File: config.mk
export PLATFORM = sky130hd
export DESIGN_NAME = uart_param_flat
export DESIGN_NICKNAME = d
export VERILOG_FILES = /design/src/rtl/uart_pkg.sv /design/src/rtl/uart_param_if.sv /design/src/rtl/uart_baud_gen.sv /design/src/rtl/uart_param.sv /design/src/flat_wrapper.sv
export SDC_FILE = /design/constraint.sdc
export NUM_CORES = 1
export LEC_CHECK = 0
export CAP_MARGIN = 0
export CORE_MARGIN = 2
export CORE_UTILIZATION = 55
export DETAILED_ROUTE_END_ITERATION = 10
export DONT_BUFFER_PORTS = 1
export PLACE_DENSITY = 0.78
export SETUP_SLACK_MARGIN = 0.2
export SYNTH_ARGS = -nofsm -noshare
export SYNTH_HDL_FRONTEND = slang
export SYNTH_SLANG_ARGS = --single-unit
export TNS_END_PERCENT = 50
File: constraint.sdc
create_clock -name clk -period 4.1 [get_ports clk]
set_input_delay 0.82 -clock clk [delete_from_list [all_inputs] [get_ports clk]]
set_output_delay 0.82 -clock clk [all_outputs]
set_load 0.02 [all_outputs]
File: src/rtl/uart_pkg.sv
// Shared definitions for the parametrised UART.
//   uart_state_e : FSM state encoding used by both the TX and RX machines
//   ParEven/ParOdd : parity_mode codes; the remaining codes (0, 3) mean no parity
//   par_enabled  : true when a parity bit is present in the frame
package uart_pkg;

  typedef enum logic [2:0] {
    StIdle,
    StStart,
    StData,
    StParity,
    StStop
  } uart_state_e;

  localparam logic [1:0] ParEven = 2'd1;
  localparam logic [1:0] ParOdd  = 2'd2;

  function automatic logic par_enabled(input logic [1:0] mode);
    return (mode == ParEven) || (mode == ParOdd);
  endfunction

endpackage

File: src/rtl/uart_param_if.sv
// Register-bank side of the UART: TX valid/ready payload handshake and RX result signals.
//   master : register bank (drives tx_valid/tx_data, consumes RX results)
//   slave  : the UART itself
interface uart_param_if #(
  parameter int unsigned MAX_BITS = 8
);

  logic                tx_valid;
  logic                tx_ready;
  logic [MAX_BITS-1:0] tx_data;
  logic                rx_valid;
  logic [MAX_BITS-1:0] rx_data;
  logic                rx_frame_err;
  logic                rx_par_err;

  modport master (
    output tx_valid, tx_data,
    input  tx_ready, rx_valid, rx_data, rx_frame_err, rx_par_err
  );

  modport slave (
    input  tx_valid, tx_data,
    output tx_ready, rx_valid, rx_data, rx_frame_err, rx_par_err
  );

endinterface

File: src/rtl/uart_baud_gen.sv
// Oversample tick generator shared by TX and RX.
//   clk, rst_n : clock, async active-low reset
//   baud_div   : clk cycles per tick (0 behaves as 1), sampled only at counter wrap
//   tick       : one-clk pulse every max(baud_div,1) clks
module uart_baud_gen #(
  parameter int unsigned DIV_W = 16
) (
  input  logic             clk,
  input  logic             rst_n,
  input  logic [DIV_W-1:0] baud_div,
  output logic             tick
);

  localparam logic [DIV_W-1:0] DivOne = DIV_W'(1);

  logic [DIV_W-1:0] cnt_q, cnt_d;
  logic [DIV_W-1:0] div_q, div_d;

  always_comb begin
    // div_q is never zero, so the subtraction cannot wrap
    tick  = (cnt_q >= div_q - DivOne);
    cnt_d = cnt_q + DivOne;
    div_d = div_q;
    if (tick) begin
      cnt_d = '0;
      div_d = (baud_div == '0) ? DivOne : baud_div;
    end
  end

  always_ff @(posedge clk or negedge rst_n) begin
    if (!rst_n) begin
      cnt_q <= '0;
      div_q <= DivOne;
    end else begin
      cnt_q <= cnt_d;
      div_q <= div_d;
    end
  end

endmodule

File: src/rtl/uart_param.sv
// Parametrised full-duplex UART: runtime divisor, 5..MAX_BITS data bits, parity, 1/2 stop bits,
// oversampled majority-voted RX.
//   clk, rst_n   : single clock, async active-low reset
//   baud_div     : clk cycles per oversample tick
//   data_bits, parity_mode, stop2 : frame format, latched at frame start
//   bus          : TX handshake/payload and RX results (slave side)
//   tx, rx       : serial pads (rx asynchronous)
//   tx_busy, rx_busy : FSM not idle
module uart_param
  import uart_pkg::*;
#(
  parameter int unsigned MAX_BITS   = 8,
  parameter int unsigned OVERSAMPLE = 16,
  parameter int unsigned DIV_W      = 16
) (
  input  logic             clk,
  input  logic             rst_n,
  input  logic [DIV_W-1:0] baud_div,
  input  logic [3:0]       data_bits,
  input  logic [1:0]       parity_mode,
  input  logic             stop2,
  uart_param_if.slave      bus,
  output logic             tx,
  input  logic             rx,
  output logic             tx_busy,
  output logic             rx_busy
);

  localparam int unsigned   CntW     = $clog2(OVERSAMPLE);
  localparam int unsigned   Mid      = OVERSAMPLE / 2;
  localparam logic [CntW-1:0] CntOne  = CntW'(1);
  localparam logic [CntW-1:0] CntLast = CntW'(OVERSAMPLE - 1);
  localparam logic [CntW-1:0] CntMidM = CntW'(Mid - 1);
  localparam logic [CntW-1:0] CntMid  = CntW'(Mid);
  localparam logic [CntW-1:0] CntMidP = CntW'(Mid + 1);
  localparam logic [3:0]      MaxBits = 4'(MAX_BITS);

  logic tick;

  uart_baud_gen #(.DIV_W(DIV_W)) u_baud_gen (
    .clk      (clk),
    .rst_n    (rst_n),
    .baud_div (baud_div),
    .tick     (tick)
  );

  // Effective data width and payload mask for a frame starting now
  logic [3:0]          nb_cfg;
  logic [MAX_BITS-1:0] mask_cfg;
  always_comb begin
    nb_cfg   = (data_bits < 4'd5 || data_bits > MaxBits) ? MaxBits : data_bits;
    mask_cfg = ~({MAX_BITS{1'b1}} << nb_cfg);
  end

  // ---------------------------------------------------------------- TX
  uart_state_e         tx_st_q, tx_st_d;
  logic [CntW-1:0]     tx_cnt_q, tx_cnt_d;
  logic [MAX_BITS-1:0] tx_shift_q, tx_shift_d;
  logic [3:0]          tx_idx_q, tx_idx_d, tx_nb_q, tx_nb_d;
  logic tx_arm_q, tx_arm_d, tx_par_en_q, tx_par_en_d, tx_par_q, tx_par_d;
  logic tx_stop2_q, tx_stop2_d, tx_stop_q, tx_stop_d, tx_q, tx_d;
  logic tx_bit_end, tx_last, tx_accept;

  always_comb begin
    // tx_arm_q: frame accepted from idle, waiting for the tick that starts the start bit
    tx_bit_end   = tick && !tx_arm_q && (tx_cnt_q == CntLast);
    tx_last      = (tx_st_q == StStop) && tx_bit_end && (!tx_stop2_q || tx_stop_q);
    // Ready on the final stop tick lets a held tx_valid chain frames with no gap
    bus.tx_ready = (tx_st_q == StIdle) || tx_last;
    tx_accept    = bus.tx_valid && bus.tx_ready;

    tx_st_d = tx_st_q;  tx_cnt_d = tx_cnt_q;  tx_shift_d = tx_shift_q;
    tx_idx_d = tx_idx_q;  tx_nb_d = tx_nb_q;  tx_arm_d = tx_arm_q;
    tx_par_en_d = tx_par_en_q;  tx_par_d = tx_par_q;
    tx_stop2_d = tx_stop2_q;  tx_stop_d = tx_stop_q;

    if (tick && !tx_arm_q && tx_st_q != StIdle) tx_cnt_d = tx_bit_end ? '0 : tx_cnt_q + CntOne;

    case (tx_st_q)
      StStart: begin
        if (tick && tx_arm_q) tx_arm_d = 1'b0;
        if (tx_bit_end) begin
          tx_st_d  = StData;
          tx_idx_d = '0;
        end
      end
      StData: if (tx_bit_end) begin
        tx_shift_d = tx_shift_q >> 1;
        if (tx_idx_q == tx_nb_q - 4'd1) tx_st_d = tx_par_en_q ? StParity : StStop;
        else                            tx_idx_d = tx_idx_q + 4'd1;
      end
      StParity: if (tx_bit_end) tx_st_d = StStop;
      StStop: if (tx_bit_end) begin
        if (tx_stop2_q && !tx_stop_q) tx_stop_d = 1'b1;
        else                          tx_st_d   = StIdle;
      end
      default: tx_st_d = StIdle;
    endcase

    if (tx_accept) begin
      tx_st_d     = StStart;
      tx_arm_d    = (tx_st_q == StIdle);  // chained frames start on this very tick
      tx_cnt_d    = '0;
      tx_stop_d   = 1'b0;
      tx_shift_d  = bus.tx_data & mask_cfg;
      tx_nb_d     = nb_cfg;
      tx_par_en_d = par_enabled(parity_mode);
      tx_par_d    = (^(bus.tx_data & mask_cfg)) ^ (parity_mode == ParOdd);
      tx_stop2_d  = stop2;
    end

    case (tx_st_d)
      StStart:  tx_d = tx_arm_d;
      StData:   tx_d = tx_shift_d[0];
      StParity: tx_d = tx_par_d;
      default:  tx_d = 1'b1;
    endcase
  end

  always_ff @(posedge clk or negedge rst_n) begin
    if (!rst_n) begin
      tx_st_q <= StIdle;  tx_cnt_q <= '0;  tx_shift_q <= '0;  tx_idx_q <= '0;  tx_nb_q <= '0;
      tx_arm_q <= 1'b0;  tx_par_en_q <= 1'b0;  tx_par_q <= 1'b0;  tx_stop2_q <= 1'b0;
      tx_stop_q <= 1'b0;  tx_q <= 1'b1;
    end else begin
      tx_st_q <= tx_st_d;  tx_cnt_q <= tx_cnt_d;  tx_shift_q <= tx_shift_d;  tx_idx_q <= tx_idx_d;
      tx_nb_q <= tx_nb_d;  tx_arm_q <= tx_arm_d;  tx_par_en_q <= tx_par_en_d;  tx_par_q <= tx_par_d;
      tx_stop2_q <= tx_stop2_d;  tx_stop_q <= tx_stop_d;  tx_q <= tx_d;
    end
  end

  assign tx      = tx_q;
  assign tx_busy = (tx_st_q != StIdle);

  // ---------------------------------------------------------------- RX
  uart_state_e         rx_st_q, rx_st_d;
  logic [CntW-1:0]     rx_cnt_q, rx_cnt_d;
  logic [MAX_BITS-1:0] rx_acc_q, rx_acc_d, rx_data_q, rx_data_d;
  logic [3:0]          rx_idx_q, rx_idx_d, rx_nb_q, rx_nb_d;
  logic [1:0]          rx_vote_q, rx_vote_d;
  logic rx_s1_q, rx_s2_q, rx_prev_q, rx_prev_d, rx_par_en_q, rx_par_en_d;
  logic rx_odd_q, rx_odd_d, rx_parx_q, rx_parx_d, rx_perr_q, rx_perr_d;
  logic rx_valid_q, rx_valid_d, rx_ferr_q, rx_ferr_d, rx_perr_o_q, rx_perr_o_d;
  logic rx_maj, rx_decide, rx_bit_end;

  always_comb begin
    // Vote over samples at mid-1, mid and the current (mid+1) tick
    rx_maj     = (rx_vote_q[1] & rx_vote_q[0]) | (rx_vote_q[1] & rx_s2_q) |
                 (rx_vote_q[0] & rx_s2_q);
    rx_decide  = tick && (rx_cnt_q == CntMidP);
    rx_bit_end = tick && (rx_cnt_q == CntLast);

    rx_st_d = rx_st_q;  rx_cnt_d = rx_cnt_q;  rx_acc_d = rx_acc_q;  rx_data_d = rx_data_q;
    rx_idx_d = rx_idx_q;  rx_nb_d = rx_nb_q;  rx_vote_d = rx_vote_q;  rx_prev_d = rx_prev_q;
    rx_par_en_d = rx_par_en_q;  rx_odd_d = rx_odd_q;  rx_parx_d = rx_parx_q;
    rx_perr_d = rx_perr_q;  rx_ferr_d = rx_ferr_q;  rx_perr_o_d = rx_perr_o_q;
    rx_valid_d = 1'b0;

    if (tick) begin
      rx_prev_d = rx_s2_q;
      if (rx_st_q != StIdle) rx_cnt_d = (rx_cnt_q == CntLast) ? '0 : rx_cnt_q + CntOne;
      if (rx_cnt_q == CntMidM || rx_cnt_q == CntMid) rx_vote_d = {rx_vote_q[0], rx_s2_q};
    end

    case (rx_st_q)
      StIdle: if (tick && rx_prev_q && !rx_s2_q) begin
        rx_st_d = StStart;  rx_cnt_d = '0;  rx_idx_d = '0;  rx_nb_d = nb_cfg;
        rx_par_en_d = par_enabled(parity_mode);  rx_odd_d = (parity_mode == ParOdd);
        rx_acc_d = '0;  rx_parx_d = 1'b0;  rx_perr_d = 1'b0;
      end
      StStart: begin
        if (rx_decide && rx_maj) rx_st_d = StIdle;  // glitch, not a start bit
        else if (rx_bit_end)     rx_st_d = StData;
      end
      StData: begin
        if (rx_decide) begin
          rx_acc_d  = rx_acc_q | (MAX_BITS'(rx_maj) << rx_idx_q);
          rx_parx_d = rx_parx_q ^ rx_maj;
        end
        if (rx_bit_end) begin
          if (rx_idx_q == rx_nb_q - 4'd1) rx_st_d = rx_par_en_q ? StParity : StStop;
          else                            rx_idx_d = rx_idx_q + 4'd1;
        end
      end
      StParity: begin
        if (rx_decide)  rx_perr_d = rx_maj ^ rx_parx_q ^ rx_odd_q;
        if (rx_bit_end) rx_st_d   = StStop;
      end
      StStop: if (rx_decide) begin
        rx_valid_d  = 1'b1;
        rx_data_d   = rx_acc_q;
        rx_ferr_d   = !rx_maj;
        rx_perr_o_d = rx_perr_q;
        rx_st_d     = StIdle;
      end
      default: rx_st_d = StIdle;
    endcase
  end

  always_ff @(posedge clk or negedge rst_n) begin
    if (!rst_n) begin
      rx_s1_q <= 1'b1;  rx_s2_q <= 1'b1;  rx_prev_q <= 1'b1;  rx_st_q <= StIdle;
      rx_cnt_q <= '0;  rx_acc_q <= '0;  rx_data_q <= '0;  rx_idx_q <= '0;  rx_nb_q <= '0;
      rx_vote_q <= '0;  rx_par_en_q <= 1'b0;  rx_odd_q <= 1'b0;  rx_parx_q <= 1'b0;
      rx_perr_q <= 1'b0;  rx_valid_q <= 1'b0;  rx_ferr_q <= 1'b0;  rx_perr_o_q <= 1'b0;
    end else begin
      rx_s1_q <= rx;  rx_s2_q <= rx_s1_q;  rx_prev_q <= rx_prev_d;  rx_st_q <= rx_st_d;
      rx_cnt_q <= rx_cnt_d;  rx_acc_q <= rx_acc_d;  rx_data_q <= rx_data_d;
      rx_idx_q <= rx_idx_d;  rx_nb_q <= rx_nb_d;  rx_vote_q <= rx_vote_d;
      rx_par_en_q <= rx_par_en_d;  rx_odd_q <= rx_odd_d;  rx_parx_q <= rx_parx_d;
      rx_perr_q <= rx_perr_d;  rx_valid_q <= rx_valid_d;  rx_ferr_q <= rx_ferr_d;
      rx_perr_o_q <= rx_perr_o_d;
    end
  end

  assign bus.rx_valid     = rx_valid_q;
  assign bus.rx_data      = rx_data_q;
  assign bus.rx_frame_err = rx_ferr_q;
  assign bus.rx_par_err   = rx_perr_o_q;
  assign rx_busy          = (rx_st_q != StIdle);

endmodule
File: src/flat_wrapper.sv
// flat-port wrapper written by rule: the top's interface ports become plain ports
module uart_param_flat import uart_pkg::*;
#(
  parameter int unsigned MAX_BITS   = 8,
  parameter int unsigned OVERSAMPLE = 16,
  parameter int unsigned DIV_W      = 16
)
  (clk, rst_n, baud_div, data_bits, parity_mode, stop2, tx, rx, tx_busy, rx_busy, bus_tx_valid, bus_tx_data, bus_tx_ready, bus_rx_valid, bus_rx_data, bus_rx_frame_err, bus_rx_par_err);
  uart_param_if #(.MAX_BITS(MAX_BITS)) bus_i ();
  input  logic clk;
  input  logic rst_n;
  input  logic [DIV_W-1:0] baud_div;
  input  logic [3:0] data_bits;
  input  logic [1:0] parity_mode;
  input  logic stop2;
  output logic tx;
  input  logic rx;
  output logic tx_busy;
  output logic rx_busy;
  input wire logic [$bits(bus_i.tx_valid)-1:0] bus_tx_valid;
  input wire logic [$bits(bus_i.tx_data)-1:0] bus_tx_data;
  output wire logic [$bits(bus_i.tx_ready)-1:0] bus_tx_ready;
  output wire logic [$bits(bus_i.rx_valid)-1:0] bus_rx_valid;
  output wire logic [$bits(bus_i.rx_data)-1:0] bus_rx_data;
  output wire logic [$bits(bus_i.rx_frame_err)-1:0] bus_rx_frame_err;
  output wire logic [$bits(bus_i.rx_par_err)-1:0] bus_rx_par_err;
  assign bus_i.tx_valid = bus_tx_valid;
  assign bus_i.tx_data = bus_tx_data;
  assign bus_tx_ready = bus_i.tx_ready;
  assign bus_rx_valid = bus_i.rx_valid;
  assign bus_rx_data = bus_i.rx_data;
  assign bus_rx_frame_err = bus_i.rx_frame_err;
  assign bus_rx_par_err = bus_i.rx_par_err;
  uart_param #(.MAX_BITS(MAX_BITS), .OVERSAMPLE(OVERSAMPLE), .DIV_W(DIV_W)) u_core (.clk(clk), .rst_n(rst_n), .baud_div(baud_div), .data_bits(data_bits), .parity_mode(parity_mode), .stop2(stop2), .bus(bus_i), .tx(tx), .rx(rx), .tx_busy(tx_busy), .rx_busy(rx_busy));
endmodule
-- After elaboration in Yosys (flattened, before gate mapping)
Cells that the tools add are included.
W data, S select, Z words.
- flip-flop bits (word level): 104
- bits in latches: 0
- memory bits (writable): 0
- ROM bits: 0
- input bits: 35
- output and inout port bits: 15
- memories kept: 0
- add/subtract/negate cells: 8
- multiply operators: 0
- divide/modulo/power cells: 0
- order comparisons: 3
- equality and inequality tests: 32
- shift-type cells: 2
- mux-type cells: 59
- bitwise operators: 11
- reductions and logical operators: 47
- operator list (kind ; number):
    $mux W4 ; 15
    $mux W3 ; 16
    $mux W8 ; 5
    $mux W16 ; 2
    $eq A3 B2 Y1 const B ; 6
    $ne A2 B1 Y1 const B ; 9
    $add A16 B1 Y16 const B ; 1
    $add A4 B1 Y4 const B ; 4
    $eq A4 B4 Y1 const B ; 4
    $ge A16 B16 Y1 ; 1
    $logic_not A16 Y1 ; 1
    $pmux W4 S2 ; 2
    $pmux W8 S2 ; 1
    $reduce_bool A2 Y1 ; 8
    $sub A16 B1 Y16 const B ; 1
    $pmux W3 S5 ; 1
    $logic_and A1 B1 Y1 ; 13
    $mux W1 ; 13
    $pmux W3 S4 ; 1
    $eq A3 B1 Y1 const B ; 3
    $reduce_and A3 Y1 ; 3
    $and A8 B8 Y8 ; 1
    $eq A4 B4 Y1 ; 2
    $not A8 Y8 ; 1
    25 further kinds ; 48

-- Longest topological paths before layout
Gate-level depths: netlist (run 1).
- depth after elaboration: 11
- depth in mapped cells: 18
- depth with buffers taken out: 16

-- By module
A second synthesis (run 1) with hierarchy kept.
- cells, all modules: 562
- area total of the unflattened synthesis: 5700.5 um^2
- modules (own cells, without submodules) (module ; times used ; cells an instance ; area an instance (um^2)):
    uart_param ; 1 ; 376 ; 3702.3
    uart_baud_gen ; 1 ; 186 ; 1998.2

-- Worst setup path before layout (run 1)
No wires, ideal clock.
- path type: register to output
- start: register u_core.u_baud_gen.div_q[3]
- end: output bus_tx_ready
- arrival: 3.296 ns
- required time: 3.280 ns
- setup slack: -0.016 ns
- cell stages (with the launch flop): 15
- buffers on the path: 0
- path through: dfrtp_1 nor3_1 nand2b_1 nor4_1 nand2_1 or2_2 nor4_1 xnor2_1 ha_1 and4_1 nand2_1 a21oi_1 a221o_1 a31oi_4 nor3_1
- longest elaborated chain between the ends: 7
- ends and longest elaborated chain (item ; RTL line ; RTL):
    start, declared ; uart_baud_gen.sv:17 ; logic [DIV_W-1:0] div_q, div_d;
    start signal, assigned ; uart_baud_gen.sv:33 ; div_q <= DivOne;
    start signal, assigned ; uart_baud_gen.sv:36 ; div_q <= div_d;
    $sub A16 B1 Y16 ; uart_baud_gen.sv:21 ; tick = (cnt_q >= div_q - DivOne);
    $ge A16 B16 Y1 ; uart_baud_gen.sv:21 ;
    $logic_and A1 B1 Y1 (2 in a row) ; uart_param.sv:66 ; tx_bit_end = tick && !tx_arm_q && (tx_cnt_q == CntLast);
    $logic_and A1 B1 Y1 (2 in a row) ; uart_param.sv:67 ; tx_last = (tx_st_q == StStop) && tx_bit_end && (!tx_stop2_q || tx_stop_q);
    $logic_or A1 B1 Y1 ; uart_param.sv:69 ; bus.tx_ready = (tx_st_q == StIdle) || tx_last;
    end, declared ; flat_wrapper.sv:22 ; output wire logic [$bits(bus_i.tx_ready)-1:0] bus_tx_ready;
Every way passes these cells.

-- Worst setup path after layout (run 1)
Same ends and word-level chain as after synthesis.

==> metrics.txt, run 1 <==
# TYPE chip_impl_metric gauge
chip_impl_metric{name="gp_congestion",unit=""} 0.834
chip_impl_metric{name="fin_cells",unit=""} 738
chip_impl_info{name="timing.rr.end",value="u_core.bus.rx_par_err"} 1
chip_impl_metric{name="total_clock_buffers_created_by_cts",unit=""} 9
chip_impl_metric{name="grt_overflow_total",unit=""} 0
chip_impl_metric{name="comb_power_share",unit=""} 0.018
chip_impl_metric{name="ys_seq_area_frac",unit=""} 0.466
chip_impl_metric{name="syn_avg_cell_area",unit="µm²"} 9.63
chip_impl_metric{name="powerDensity",unit="mW/mm²"} 269
chip_impl_metric{name="vias",unit=""} 4243
chip_impl_metric{name="start_util",unit=""} 0.570
chip_impl_metric{name="rows",unit=""} 36
chip_impl_metric{name="ant_nets",unit=""} 0
chip_impl_metric{name="cp.arrival",unit="ns"} 3.36
chip_impl_metric{name="critPathMaxStageDelay",unit="ns"} 0.40
chip_impl_metric{name="synth-compound-area-share",unit=""} 0.118
chip_impl_metric{name="power_switching",unit="W"} 0.000402
chip_impl_metric{name="max_cap_viol_count",unit=""} 0
chip_impl_info{name="synth_top_family_by_area",value="simple AND/OR/NAND/NOR gates"} 1
chip_impl_metric{name="first_global_vias",unit=""} 4157
chip_impl_metric{name="htree_num_levels",unit=""} 3
chip_impl_metric{name="mappedNetlistArea",unit="mm²"} 0.00560
chip_impl_metric{name="max_slew.worst_pin.slew",unit="ns"} 0.701
chip_impl_metric{name="pwr-share-clk",unit=""} 0.376
chip_impl_metric{name="final-max-slew-violation-count",unit=""} 0
chip_impl_info{name="tritoncts",value="built"} 1
chip_impl_metric{name="setup_viol",unit=""} 1
chip_impl_info{name="outcome",value="complete, but fails checks"} 1
chip_impl_metric{name="post-route-period-util",unit=""} 1.02
chip_impl_info{name="synthFlopType",value="sky130_fd_sc_hd__dfrtp_1"} 1
chip_impl_metric{name="die_y",unit="µm"} 105
chip_impl_metric{name="max-vdd-ir-drop",unit="mV"} 0.167
chip_impl_metric{name="drcViolationCount",unit=""} 0
chip_impl_metric{name="drt-wirelength-per-cell",unit="µm"} 15.8
chip_impl_metric{name="power_share_of_the_sequential_group",unit=""} 0.606
chip_impl_metric{name="clock_path_buffers",unit=""} 2
chip_impl_metric{name="timing.slew.headroom",unit=""} 0.529
chip_impl_metric{name="worst_clock_skew",unit="ns"} 0.0191
chip_impl_info{name="failed_checks",value="negative setup slack"} 1
chip_impl_metric{name="synth-simple-area-share",unit=""} 0.203
chip_impl_metric{name="post-dp-hpwl",unit="µm"} 7830
chip_impl_metric{name="antenna_found_initial",unit=""} 0
chip_impl_metric{name="pre_cts_slack",unit="ns"} -0.164
chip_impl_metric{name="yosys.area_share.xor_xnor",unit=""} 0.0892
chip_impl_metric{name="post_route_cells_drive_above_1_share",unit=""} 0.155
chip_impl_metric{name="drt_wl_total",unit="µm"} 11700
chip_impl_metric{name="synth.mux.area_fraction",unit=""} 0.0293
chip_impl_metric{name="worst_skew_pair.late_latency",unit="ns"} 0.39
chip_impl_metric{name="firstDrtPassIters",unit=""} 4
chip_impl_metric{name="area_growth_syn_to_layout",unit="%"} 12.8
chip_impl_metric{name="worst-path-max-fanout",unit=""} 4
chip_impl_metric{name="synth-edff-count",unit=""} 0
chip_impl_info{name="crit_family",value="simple AND/OR/NAND/NOR gates"} 1
chip_impl_metric{name="path_buf_inv",unit=""} 0
chip_impl_info{name="clock-root-buffer",value="sky130_fd_sc_hd__clkbuf_8"} 1
chip_impl_metric{name="dieArea",unit="mm²"} 0.0110
chip_impl_metric{name="synth_top_area_share",unit=""} 0.443
chip_impl_metric{name="global_route_wire_length_before_repair",unit="µm"} 19400
chip_impl_info{name="timing.critical_path.from_type",value="register"} 1
chip_impl_info{name="synth_top_cells_by_area",value="sky130_fd_sc_hd__dfrtp_1 (44%), sky130_fd_sc_hd__nand2_1 (6.4%), sky130_fd_sc_hd__ha_1 (6.0%)"} 1
chip_impl_metric{name="required",unit="ns"} 3.28
chip_impl_metric{name="synth_cell_types",unit=""} 64
chip_impl_metric{name="placed_cells_incl_taps",unit=""} 707
chip_impl_info{name="cp_cell_sequence",value="nor3_2 > nand2b_1 > nor4_4 > nand2_1 > or2_4 > nor3_4 > xnor2_2 > ha_1 > and4_1 > nand2_1 > a21oi_2 > a221o_1 > a31oi_4 > nor3_4"} 1
chip_impl_metric{name="max_freq",unit="GHz"} 0.239
chip_impl_info{name="worst_hold_path_type",value="in -> async"} 1
chip_impl_metric{name="nets_finish",unit=""} 662
chip_impl_metric{name="cts_num_sinks",unit=""} 104
chip_impl_metric{name="timing.hold.ws",unit="ns"} 0.116
chip_impl_metric{name="hold_violation_count_in_the_final_report",unit=""} 0
chip_impl_info{name="synth_top_cell_by_area",value="sky130_fd_sc_hd__dfrtp_1"} 1
chip_impl_info{name="rsz0062_at_grt",value="true"} 1
chip_impl_info{name="regToRegStartpoint",value="u_core.u_baud_gen.div_q[3]"} 1
chip_impl_metric{name="reg2regPathDepth",unit=""} 19
chip_impl_info{name="timing.critical_path.to_type",value="output pin"} 1
chip_impl_metric{name="yosys.area_share.adder",unit=""} 0.0621
chip_impl_metric{name="port_buffers",unit=""} 0
chip_impl_metric{name="drt_iter0_markers",unit=""} 254
chip_impl_metric{name="largest_net_degree_at_the_start_of_global_routing",unit=""} 105
chip_impl_info{name="slowest_stage",value="sky130_fd_sc_hd__dfrtp_1"} 1
chip_impl_metric{name="worst_slack",unit="ns"} -0.0787
chip_impl_metric{name="postLayoutCoreUtil",unit=""} 0.643
chip_impl_metric{name="clk_pin_slew",unit="ns"} 0.11
chip_impl_metric{name="intPower",unit="W"} 0.00130
chip_impl_metric{name="synth.yosys.warnings",unit=""} 0
chip_impl_metric{name="ys_seq_elements",unit=""} 104
chip_impl_metric{name="syn-num-nets",unit=""} 643
chip_impl_metric{name="leakage",unit="nW"} 2.87
chip_impl_metric{name="setup.reg_to_reg.worst_slack",unit="ns"} 0.27
chip_impl_metric{name="die_width",unit="µm"} 105
chip_impl_metric{name="groute.usage.overall",unit=""} 0.217
chip_impl_metric{name="coreArea",unit="mm²"} 0.00982
chip_impl_metric{name="synth_async_sr_flop_share",unit=""} 1.00
chip_impl_metric{name="insertedDiodeCount",unit=""} 0
chip_impl_info{name="worst-setup-path-type",value="reg -> out"} 1
chip_impl_metric{name="viasPerCell",unit=""} 5.75
chip_impl_metric{name="post_synth_inst_count",unit=""} 581
chip_impl_metric{name="finalWorstPathRequiredPeriod",unit="ns"} 4.18
chip_impl_metric{name="p_sw_frac",unit=""} 0.237
chip_impl_metric{name="io_pins",unit=""} 50
==> registers in the layout, indices dropped and copies added, names as in the netlist, 8 cells and up <==
| name | count |
|---|---|
| u_core.bus.rx_data | 8 |
| u_core.rx_acc_q | 8 |
| u_core.tx_shift_q | 8 |
| u_core.u_baud_gen.cnt_q | 16 |
| u_core.u_baud_gen.div_q | 16 |
==> metrics by stage <==
| stage | cell area (µm²) | TNS [ns] | power, W |
|---|---|---|---|
| 4_1_cts | 6040 | -0.120 | 0.00171 |
| 3_5_place_dp | 5780 | -2.14 | 0.00108 |
| 2_1_floorplan | 5610 | 0 | 0.00108 |
| 5_1_grt | 6310 | -0.314 | 0.00176 |
| 3_3_place_gp | 5780 | 0 | 0.00108 |
| 6_report | 6310 | -0.0787 | 0.00170 |
==> power groups by stage <==
stage | clock network [W] | registers, W | logic [W]
finish | 0.000639 | 0.00103 | 0.0000301
global route | 0.000696 | 0.00103 | 0.0000343
CTS | 0.000654 | 0.00103 | 0.0000301
detailed placement | 0 | 0.00105 | 0.0000298
global placement | 0 | 0.00105 | 0.0000300
floorplan | 0 | 0.00105 | 0.0000258
==> logic make-up (layout without fill, tap and decap cells) <==
kind of cell               after synthesis  after routing
muxes                                   15             15
and+or+nand+nor                        244            244
AOI/OAI and AO/OA                       94             94
buffers and inverters                   39             63
xor gates and xnor gates                57             57
DFF                                    104            104
adders and majority gates               28             28
==> cell usage after synthesis, types with 5 or more instances <==
cell type                  instances
sky130_fd_sc_hd__nor2_1           68
sky130_fd_sc_hd__dfrtp_1          99
sky130_fd_sc_hd__and3_1            5
sky130_fd_sc_hd__inv_1            17
sky130_fd_sc_hd__ha_1             27
sky130_fd_sc_hd__a21o_1            7
sky130_fd_sc_hd__clkbuf_1          9
sky130_fd_sc_hd__a31oi_1           6
sky130_fd_sc_hd__a21oi_1          26
sky130_fd_sc_hd__nand2_1          95
sky130_fd_sc_hd__xnor2_1          38
sky130_fd_sc_hd__nor3_1           12
sky130_fd_sc_hd__o21ai_0          25
sky130_fd_sc_hd__dfstp_2           5
sky130_fd_sc_hd__nand2b_1          5
sky130_fd_sc_hd__nand4_1           6
sky130_fd_sc_hd__xor2_1           19
sky130_fd_sc_hd__nor4_1            9
sky130_fd_sc_hd__nand3_1          13
sky130_fd_sc_hd__nor2b_1           7
sky130_fd_sc_hd__mux2_2            7
==> timing repair <==
action | CTS | global route
buffers inserted | 4 | 10
endpoints found under the hold margin | 0 | 0
pin swaps | 4 | 22
cloned | 0 | 1
resized for setup | 7 | 41
setup endpoints to repair | 57 | 61
hold buffers | 0 | 0
==> how the worst max path moves through the flow <==
stage / depth (start not counted) / to / start / slack, ns
after floorplan: 14 / bus_tx_ready / u_core.u_baud_gen.div_q[3] / 0.22
after detailed placement: 15 / u_core.bus.rx_data[2] / u_core.u_baud_gen.div_q[4] / -0.16
after global routing: 14 / bus_tx_ready / u_core.u_baud_gen.div_q[3] / -0.30
after CTS: 14 / bus_tx_ready / u_core.u_baud_gen.div_q[4] / -0.12
after global placement: 16 / u_core.tx_shift_q[6] / u_core.u_baud_gen.div_q[4] / 0.10
final: 14 / bus_tx_ready / u_core.u_baud_gen.div_q[3] / -0.08
==> cell usage in the layout (no fill, tap or decap), types with 10 or more instances in the layout <==
cell	netlist	routed
sky130_fd_sc_hd__a21oi_1	26	24
sky130_fd_sc_hd__buf_4	3	19
sky130_fd_sc_hd__clkbuf_8	0	10
sky130_fd_sc_hd__dfrtp_1	99	99
sky130_fd_sc_hd__ha_1	27	27
sky130_fd_sc_hd__inv_1	17	17
sky130_fd_sc_hd__nand2_1	95	92
sky130_fd_sc_hd__nand3_1	13	13
sky130_fd_sc_hd__nor2_1	68	64
sky130_fd_sc_hd__o21ai_0	25	23
sky130_fd_sc_hd__xnor2_1	38	37
sky130_fd_sc_hd__xor2_1	19	19
==> cell type report <==
cell class / instances / area (µm²)
fillers: 794 / 3500
repair buffers: 29 / 287
flip-flops and latches: 104 / 2610
clock inverters: 6 / 57.6
well taps: 133 / 166
inverters: 18 / 67.6
multi-input cells: 438 / 2990
clock buffers: 10 / 138
==> routing by layer <==
metal / vias to the layer above / share of wire / routed length, µm / track usage
li1: 2036 / - / - / -
met1: 2114 / 0.44 / 5080 / 0.284
met2: 75 / 0.50 / 5870 / 0.348
met3: 18 / 0.043 / 503 / 0.0543
met4: 0 / 0.017 / 202 / 0.0819
met5: - / 0 / 0 / 0
==> worst register-to-register path, cell delays in order, from the launching register on <==
cell,delay (ns)
sky130_fd_sc_hd__dfrtp_1,0.40
sky130_fd_sc_hd__nor3_2,0.22
sky130_fd_sc_hd__nand2b_1,0.13
sky130_fd_sc_hd__nor4_4,0.16
sky130_fd_sc_hd__nand2_1,0.12
sky130_fd_sc_hd__or2_4,0.27
sky130_fd_sc_hd__nor3_4,0.16
sky130_fd_sc_hd__xnor2_2,0.08
sky130_fd_sc_hd__ha_1,0.33
sky130_fd_sc_hd__and4_1,0.23
sky130_fd_sc_hd__nand2_1,0.09
sky130_fd_sc_hd__a21oi_2,0.05
sky130_fd_sc_hd__buf_4,0.15
sky130_fd_sc_hd__buf_6,0.11
sky130_fd_sc_hd__a221oi_4,0.45
sky130_fd_sc_hd__buf_4,0.20
sky130_fd_sc_hd__buf_6,0.09
sky130_fd_sc_hd__nor3_4,0.04
sky130_fd_sc_hd__buf_12,0.15
sky130_fd_sc_hd__mux2_4,0.30
Note: power is estimated with default switching activity, not from simulation.
==> inputs of run 2 (changes only) <==
CORE_MARGIN = not set   (was 2)
clock period = 4.6 ns   (was 4.1 ns; I/O delays follow)
==> metrics.txt, run 2 (synthesis results as in run 1) <==
# TYPE chip_impl_metric gauge
chip_impl_metric{name="total_clock_buffers_created_by_cts",unit=""} 9
chip_impl_metric{name="coreArea",unit="mm²"} 0.00982
chip_impl_metric{name="max_freq",unit="GHz"} 0.231
chip_impl_metric{name="fillcell_total",unit=""} 820
chip_impl_metric{name="cts_num_sinks",unit=""} 104
chip_impl_metric{name="leakage",unit="nW"} 2.73
chip_impl_info{name="regToRegStartpoint",value="u_core.u_baud_gen.div_q[4]"} 1
chip_impl_info{name="mostFrequentLayoutCell",value="sky130_fd_sc_hd__dfrtp_1"} 1
chip_impl_metric{name="grt_overflow_total",unit=""} 0
chip_impl_info{name="clock-root-buffer",value="sky130_fd_sc_hd__clkbuf_8"} 1
chip_impl_metric{name="worst-path-max-fanout",unit=""} 3
chip_impl_metric{name="dp_area",unit="mm²"} 0.00570
chip_impl_metric{name="drt_iter0_markers",unit=""} 217
chip_impl_metric{name="post-route-period-util",unit=""} 0.943
chip_impl_info{name="endpoint",value="bus_tx_ready"} 1
chip_impl_metric{name="post-dp-hpwl",unit="µm"} 7750
chip_impl_metric{name="drcViolationCount",unit=""} 0
chip_impl_metric{name="io_pins",unit=""} 50
chip_impl_metric{name="insertedDiodeCount",unit=""} 0
chip_impl_metric{name="reg2regPathDepth",unit=""} 18
chip_impl_metric{name="viasPerCell",unit=""} 5.86
chip_impl_metric{name="die_y",unit="µm"} 103
chip_impl_metric{name="pre_cts_slack",unit="ns"} 0.130
chip_impl_metric{name="ant_nets",unit=""} 0
chip_impl_metric{name="largest_net_degree_at_the_start_of_global_routing",unit=""} 105
chip_impl_metric{name="timing.slew.headroom",unit=""} 0.199
chip_impl_info{name="final_cell_mix",value="sky130_fd_sc_hd__dfrtp_1 (99), sky130_fd_sc_hd__nand2_1 (95), sky130_fd_sc_hd__nor2_1 (68), sky130_fd_sc_hd__xnor2_1 (38), sky130_fd_sc_hd__ha_1 (27)"} 1
chip_impl_metric{name="post_route_cells_drive_above_1_share",unit=""} 0.102
chip_impl_metric{name="multiInputGateArea",unit="mm²"} 0.00289
chip_impl_metric{name="port_buffers",unit=""} 0
chip_impl_info{name="biggestRegsByFlops",value="u_core.u_baud_gen.cnt_q (16), u_core.u_baud_gen.div_q (16)"} 1
chip_impl_metric{name="antenna_found_initial",unit=""} 0
chip_impl_metric{name="postLayoutCellArea",unit="mm²"} 0.00599
chip_impl_metric{name="setup.reg_to_reg.worst_slack",unit="ns"} 0.60
chip_impl_metric{name="tns",unit="ns"} 0
chip_impl_info{name="outcome",value="finished, final reports clean"} 1
chip_impl_metric{name="htree_num_levels",unit=""} 3
chip_impl_info{name="worst_hold_path_type",value="in -> async"} 1
chip_impl_info{name="rsz0062_at_grt",value="true"} 1
chip_impl_metric{name="global_route_wire_length_before_repair",unit="µm"} 18800
chip_impl_metric{name="max_cap_viol_count",unit=""} 0
chip_impl_info{name="timing.rr.end",value="u_core.tx"} 1
chip_impl_metric{name="die_width",unit="µm"} 103
chip_impl_metric{name="gp_congestion",unit=""} 0.856
chip_impl_metric{name="cp.arrival",unit="ns"} 3.42
chip_impl_metric{name="hold_violation_count_in_the_final_report",unit=""} 0
chip_impl_metric{name="groute.usage.overall",unit=""} 0.230
chip_impl_metric{name="drt-wirelength-per-cell",unit="µm"} 15.5
chip_impl_metric{name="seqCellArea",unit="mm²"} 0.00261
chip_impl_metric{name="finalWorstPathRequiredPeriod",unit="ns"} 4.34
chip_impl_metric{name="worst_clock_skew",unit="ns"} 0.0134
chip_impl_metric{name="required",unit="ns"} 3.68
chip_impl_metric{name="worst_slack",unit="ns"} 0.263
chip_impl_metric{name="vias",unit=""} 4219
chip_impl_metric{name="max-vdd-ir-drop",unit="mV"} 0.133
chip_impl_metric{name="max_slew.worst_pin.slew",unit="ns"} 1.20
chip_impl_info{name="timing.critical_path.to_type",value="output pin"} 1
chip_impl_info{name="worst-setup-path-type",value="reg -> out"} 1
chip_impl_metric{name="clk_pin_slew",unit="ns"} 0.09
chip_impl_metric{name="worst_skew_pair.late_latency",unit="ns"} 0.37
chip_impl_metric{name="dieArea",unit="mm²"} 0.0106
chip_impl_info{name="timing.critical_path.from_type",value="register"} 1
chip_impl_info{name="setup.worst_path.start",value="u_core.u_baud_gen.div_q[4]"} 1
chip_impl_metric{name="clock_path_buffers",unit=""} 2
chip_impl_metric{name="powerDensity",unit="mW/mm²"} 246
chip_impl_metric{name="first_global_vias",unit=""} 4068
chip_impl_metric{name="drt_wl_total",unit="µm"} 11100
chip_impl_metric{name="nets_finish",unit=""} 644
chip_impl_metric{name="setup_viol",unit=""} 0
chip_impl_metric{name="area_growth_syn_to_layout",unit="%"} 7.04
chip_impl_metric{name="final-max-slew-violation-count",unit=""} 0
chip_impl_metric{name="firstDrtPassIters",unit=""} 5
chip_impl_metric{name="rows",unit=""} 36
chip_impl_info{name="tritoncts",value="built"} 1
chip_impl_metric{name="start_util",unit=""} 0.570
## run 2: worst min-delay path by stage
stage / cells after the start / endpoint
6_report: 0 / u_core.u_baud_gen.cnt_q[0]
2_1_floorplan: 0 / u_core.rx_s2_q
3_3_place_gp: 0 / u_core.rx_s2_q
4_1_cts: 0 / u_core.tx_cnt_q[2]
3_5_place_dp: 0 / u_core.rx_s2_q
5_1_grt: 0 / u_core.bus.rx_valid
## run 2: layer usage
metal,vias to the layer above,track usage,share of wire
met1,2092,0.301,0.44
met5,-,0,0
met3,22,0.0590,0.055
met2,111,0.374,0.49
li1,1994,-,-
met4,0,0.0813,0.017
## run 2: stage by stage
step                      total power, W  hold WS, ns  cells   util
after floorplan                 0.000959        0.345    581      -
after global placement          0.000963        0.366    697  0.580
after detailed placement        0.000963        0.366    697  0.580
after CTS                        0.00149        0.223    719  0.608
after global routing             0.00153        0.200    720  0.610
final                            0.00147        0.240    720  0.610
## run 2: what timing repair did
| action | 4_1_cts | 5_1_grt |
|---|---|---|
| endpoints found under the setup margin | 10 | 5 |
| gates resized for setup | 11 | 4 |
| setup buffers | 6 | 1 |
| pin swaps | 8 | 4 |
| hold buffers | 0 | 0 |
## run 2: final cells by class
class,instances,area share
clock buffers,10,0.0213
clock inverters,6,0.00877
inverters,18,0.0113
multi-input cells,438,0.482
flip-flops and latches,104,0.435
well taps,133,0.0278
repair buffers,11,0.0138
## run 2: worst max-delay path, cell delays in order (launching register included)
cell and delay, ns:
sky130_fd_sc_hd__dfrtp_1 0.40, sky130_fd_sc_hd__nor3_2 0.20, sky130_fd_sc_hd__nand2b_1 0.14, sky130_fd_sc_hd__nor4_4 0.17
sky130_fd_sc_hd__nand2_1 0.13, sky130_fd_sc_hd__or2_4 0.28, sky130_fd_sc_hd__nor4_4 0.16, sky130_fd_sc_hd__xnor2_1 0.12
sky130_fd_sc_hd__ha_1 0.31, sky130_fd_sc_hd__and4_4 0.26, sky130_fd_sc_hd__nand2_1 0.07, sky130_fd_sc_hd__a21oi_2 0.13
sky130_fd_sc_hd__a221o_1 0.22, sky130_fd_sc_hd__a31oi_4 0.11, sky130_fd_sc_hd__nor3_2 0.17, sky130_fd_sc_hd__buf_4 0.17
## run 2: power breakdown
| group | total, W | switching, W | internal [W] | leakage, nW |
|---|---|---|---|---|
| clock | 0.000529 | 0.000325 | 0.000205 | 0.0850 |
| sequential | 0.000918 | 0.00000161 | 0.000917 | 1.27 |
| combinational | 0.0000271 | 0.0000124 | 0.0000148 | 1.37 |
==> inputs of run 3 (changes only) <==
SYNTH_HIERARCHICAL = 1   (was not set)
==> metrics.txt, run 3 <==
# TYPE chip_impl_metric gauge
chip_impl_info{name="outcome",value="complete, but fails checks"} 1
chip_impl_info{name="failed_checks",value="negative setup slack"} 1
chip_impl_info{name="cp_cell_sequence",value="inv_1 > ha_2 > or4b_4 > nor3_4 > nand2_2 > nor4_4 > xnor2_1 > ha_1 > nand4_1 > or3_1 > or4_4 > nand4_4 > nand2b_4 > o31a_1 > nor3_4"} 1
chip_impl_metric{name="timing.slew.headroom",unit=""} 0.582
chip_impl_metric{name="rows",unit=""} 36
chip_impl_metric{name="post_route_cells_drive_above_1_share",unit=""} 0.178
chip_impl_metric{name="first_global_vias",unit=""} 4227
chip_impl_metric{name="synth-compound-area-share",unit=""} 0.115
chip_impl_metric{name="synth-simple-area-share",unit=""} 0.188
chip_impl_metric{name="syn_avg_cell_area",unit="µm²"} 10.1
chip_impl_metric{name="worst-path-max-fanout",unit=""} 2
chip_impl_metric{name="syn-num-nets",unit=""} 624
chip_impl_metric{name="synth.mux.area_fraction",unit=""} 0.0724
chip_impl_metric{name="ys_seq_elements",unit=""} 104
chip_impl_metric{name="yosys.area_share.adder",unit=""} 0.0593
chip_impl_metric{name="yosys.area_share.xor_xnor",unit=""} 0.0777
chip_impl_metric{name="max-vdd-ir-drop",unit="mV"} 0.255
chip_impl_metric{name="synth_cell_types",unit=""} 70
chip_impl_info{name="timing.critical_path.from_type",value="register"} 1
chip_impl_info{name="crit_top_cell",value="sky130_fd_sc_hd__nor3_4"} 1
chip_impl_metric{name="dp_area",unit="mm²"} 0.00601
chip_impl_metric{name="io_pins",unit=""} 50
chip_impl_info{name="slowest_stage",value="sky130_fd_sc_hd__or4b_4"} 1
chip_impl_info{name="biggestRegsByFlops",value="u_core/u_baud_gen/cnt_q (16), u_core/u_baud_gen/div_q (16)"} 1
chip_impl_metric{name="mappedNetlistArea",unit="mm²"} 0.00570
chip_impl_metric{name="finalWorstPathRequiredPeriod",unit="ns"} 4.81
chip_impl_metric{name="groute.usage.overall",unit=""} 0.230
chip_impl_metric{name="grt_overflow_total",unit=""} 0
chip_impl_metric{name="critPathMaxStageDelay",unit="ns"} 0.49
chip_impl_metric{name="post-dp-hpwl",unit="µm"} 8280
chip_impl_metric{name="ys_seq_area_frac",unit=""} 0.458
chip_impl_metric{name="drcViolationCount",unit=""} 0
chip_impl_metric{name="synth.yosys.warnings",unit=""} 6
chip_impl_metric{name="setup.reg_to_reg.worst_slack",unit="ns"} 0.01
chip_impl_metric{name="cp.arrival",unit="ns"} 3.89
chip_impl_metric{name="start_util",unit=""} 0.575
chip_impl_metric{name="viasPerCell",unit=""} 5.84
chip_impl_metric{name="drt-wirelength-per-cell",unit="µm"} 16.2
chip_impl_info{name="synthFlopType",value="sky130_fd_sc_hd__dfrtp_1"} 1
chip_impl_metric{name="insertedDiodeCount",unit=""} 0
chip_impl_metric{name="antenna_found_initial",unit=""} 0
chip_impl_metric{name="dieArea",unit="mm²"} 0.0108
chip_impl_metric{name="largest_net_degree_at_the_start_of_global_routing",unit=""} 105
chip_impl_metric{name="synth_top_area_share",unit=""} 0.435
chip_impl_metric{name="firstDrtPassIters",unit=""} 5
chip_impl_info{name="post-synth-top-count-cell",value="sky130_fd_sc_hd__dfrtp_1"} 1
chip_impl_metric{name="timing.hold.ws",unit="ns"} 0.226
chip_impl_info{name="rsz0062_at_grt",value="true"} 1
chip_impl_metric{name="drt_wl_total",unit="µm"} 11700
chip_impl_metric{name="clk_pin_slew",unit="ns"} 0.10
chip_impl_metric{name="htree_num_levels",unit=""} 3
chip_impl_metric{name="synth_async_sr_flop_share",unit=""} 1.00
chip_impl_metric{name="postLayoutCellArea",unit="mm²"} 0.00631
chip_impl_metric{name="max_cap_viol_count",unit=""} 0
chip_impl_info{name="regToRegStartpoint",value="u_core/u_baud_gen/div_q[1]"} 1
chip_impl_info{name="timing.critical_path.to_type",value="output pin"} 1
chip_impl_metric{name="hold_violation_count_in_the_final_report",unit=""} 0
chip_impl_info{name="synth_top_cell_by_area",value="sky130_fd_sc_hd__dfrtp_1"} 1
chip_impl_info{name="tritoncts",value="built"} 1
chip_impl_metric{name="synth-edff-count",unit=""} 0
chip_impl_metric{name="hold_buffers",unit=""} 0
chip_impl_metric{name="cts_num_sinks",unit=""} 104
chip_impl_metric{name="leakage",unit="nW"} 2.87
chip_impl_info{name="clock-root-buffer",value="sky130_fd_sc_hd__clkbuf_8"} 1
chip_impl_metric{name="drt_iter0_markers",unit=""} 226
chip_impl_metric{name="setup_viol",unit=""} 1
chip_impl_info{name="worst_hold_path_type",value="in -> async"} 1
chip_impl_metric{name="clock_path_buffers",unit=""} 2
chip_impl_metric{name="power.total",unit="W"} 0.00204
chip_impl_metric{name="die_width",unit="µm"} 104
chip_impl_metric{name="global_route_wire_length_before_repair",unit="µm"} 19900
chip_impl_info{name="synth_top_cells_by_count",value="sky130_fd_sc_hd__dfrtp_1 (99), sky130_fd_sc_hd__nand2_1 (65), sky130_fd_sc_hd__nor2_1 (52)"} 1
chip_impl_info{name="setup.worst_path.start",value="u_core/u_baud_gen/div_q[1]"} 1
chip_impl_metric{name="final-max-slew-violation-count",unit=""} 0
chip_impl_metric{name="worst_slack",unit="ns"} -0.207
chip_impl_metric{name="die_y",unit="µm"} 104
chip_impl_metric{name="post_synth_inst_count",unit=""} 562
chip_impl_metric{name="max_slew.worst_pin.slew",unit="ns"} 0.626
chip_impl_metric{name="fillcell_total",unit=""} 790
chip_impl_metric{name="vias",unit=""} 4223
chip_impl_metric{name="port_buffers",unit=""} 0
chip_impl_info{name="final_cell_mix",value="sky130_fd_sc_hd__dfrtp_1 (99), sky130_fd_sc_hd__nand2_1 (63), sky130_fd_sc_hd__nor2_1 (50), sky130_fd_sc_hd__xnor2_1 (31), sky130_fd_sc_hd__buf_4 (27)"} 1
chip_impl_metric{name="ant_nets",unit=""} 0
chip_impl_info{name="synth_top_family_by_area",value="simple AND/OR/NAND/NOR gates"} 1
chip_impl_metric{name="powerDensity",unit="mW/mm²"} 323
chip_impl_metric{name="nets_finish",unit=""} 647
chip_impl_metric{name="max_freq",unit="GHz"} 0.208
chip_impl_metric{name="gp_congestion",unit=""} 0.846
chip_impl_metric{name="post-route-period-util",unit=""} 1.05
chip_impl_info{name="synth_top_cells_by_area",value="sky130_fd_sc_hd__dfrtp_1 (43%), sky130_fd_sc_hd__ha_1 (5.9%), sky130_fd_sc_hd__xnor2_1 (4.8%)"} 1
chip_impl_metric{name="worst_clock_skew",unit="ns"} 0.00980
chip_impl_info{name="worst-setup-path-type",value="reg -> out"} 1
chip_impl_metric{name="worst_skew_pair.late_latency",unit="ns"} 0.38
chip_impl_metric{name="required",unit="ns"} 3.68
chip_impl_metric{name="area_growth_syn_to_layout",unit="%"} 10.6
chip_impl_metric{name="coreArea",unit="mm²"} 0.00991
chip_impl_metric{name="total_clock_buffers_created_by_cts",unit=""} 9
chip_impl_info{name="mostFrequentLayoutCell",value="sky130_fd_sc_hd__dfrtp_1"} 1
[run 3: cells by family after synthesis]
logic type,count (synthesis)
flops,104
mux,34
fa+ha+maj,27
compound gates,99
xor+xnor,49
simple gates,214
buf+inv,35
[run 3: worst max-delay path: cells and delay by family (launching register included)]
kind                     cells  cell delay, ns
AO/OA/AOI/OAI                1            0.28
buffers and inverters        1            0.06
AND/OR/NAND/NOR             10            2.22
flip-flops                   1            0.40
adder cells (fa/ha/maj)      2            0.45
XOR/XNOR                     1            0.10
[run 3: layout make-up]
type | count | area, µm² | share of cell area
Clock buffer | 11 | 131 | 0.0208
Sequential cell | 104 | 2610 | 0.414
Clock inverter | 5 | 33.8 | 0.00536
Multi-Input combinational cell | 423 | 3070 | 0.486
Inverter | 17 | 63.8 | 0.0101
Tap cell | 133 | 166 | 0.0264
Timing Repair Buffer | 30 | 236 | 0.0375
[run 3: routing by layer]
layer  track usage  routed length (µm)  vias to the layer above  share of wire
met5             0                   0                        -              0
met1         0.296                5230                     2077           0.45
met3        0.0629                 497                       19          0.043
met2         0.380                5740                       91           0.49
li1              -                   -                     2036              -
met4        0.0684                 222                        0          0.019
[run 3: repair_timing]
action | in CTS | in global routing
endpoints found under the hold margin | 0 | 0
gates resized for setup | 5 | 11
setup endpoints to repair | 31 | 41
setup buffers | 5 | 4
pin swaps | 8 | 6
[run 3: final timing paths]
check | endpoint | cells past startpoint
max | bus_tx_ready | 15
min | u_core/u_baud_gen/div_q[13] | 0
max reg2reg | u_core/tx | 19
min reg2reg | u_core/rx_s2_q | 0
max in group asynchronous | u_core/tx | 0
min in group clk | u_core/rx_s2_q | 0
[run 3: power by group]
part	internal, W	total, W	switching, W
Combinational	0.000193	0.000405	0.000212
Sequential	0.00101	0.00113	0.000123
Clock	0.000196	0.000499	0.000303
[run 3: through the flow]
stage	instances	setup TNS [ns]	setup WS, ns	utilization
floorplan	562	-0.378	-0.244	-
global placement	698	0	0.0287	0.606
detailed placement	698	-0.136	-0.0963	0.606
CTS	719	-0.222	-0.193	0.629
global route	723	-1.04	-0.369	0.636
finish	723	-0.207	-0.207	0.636
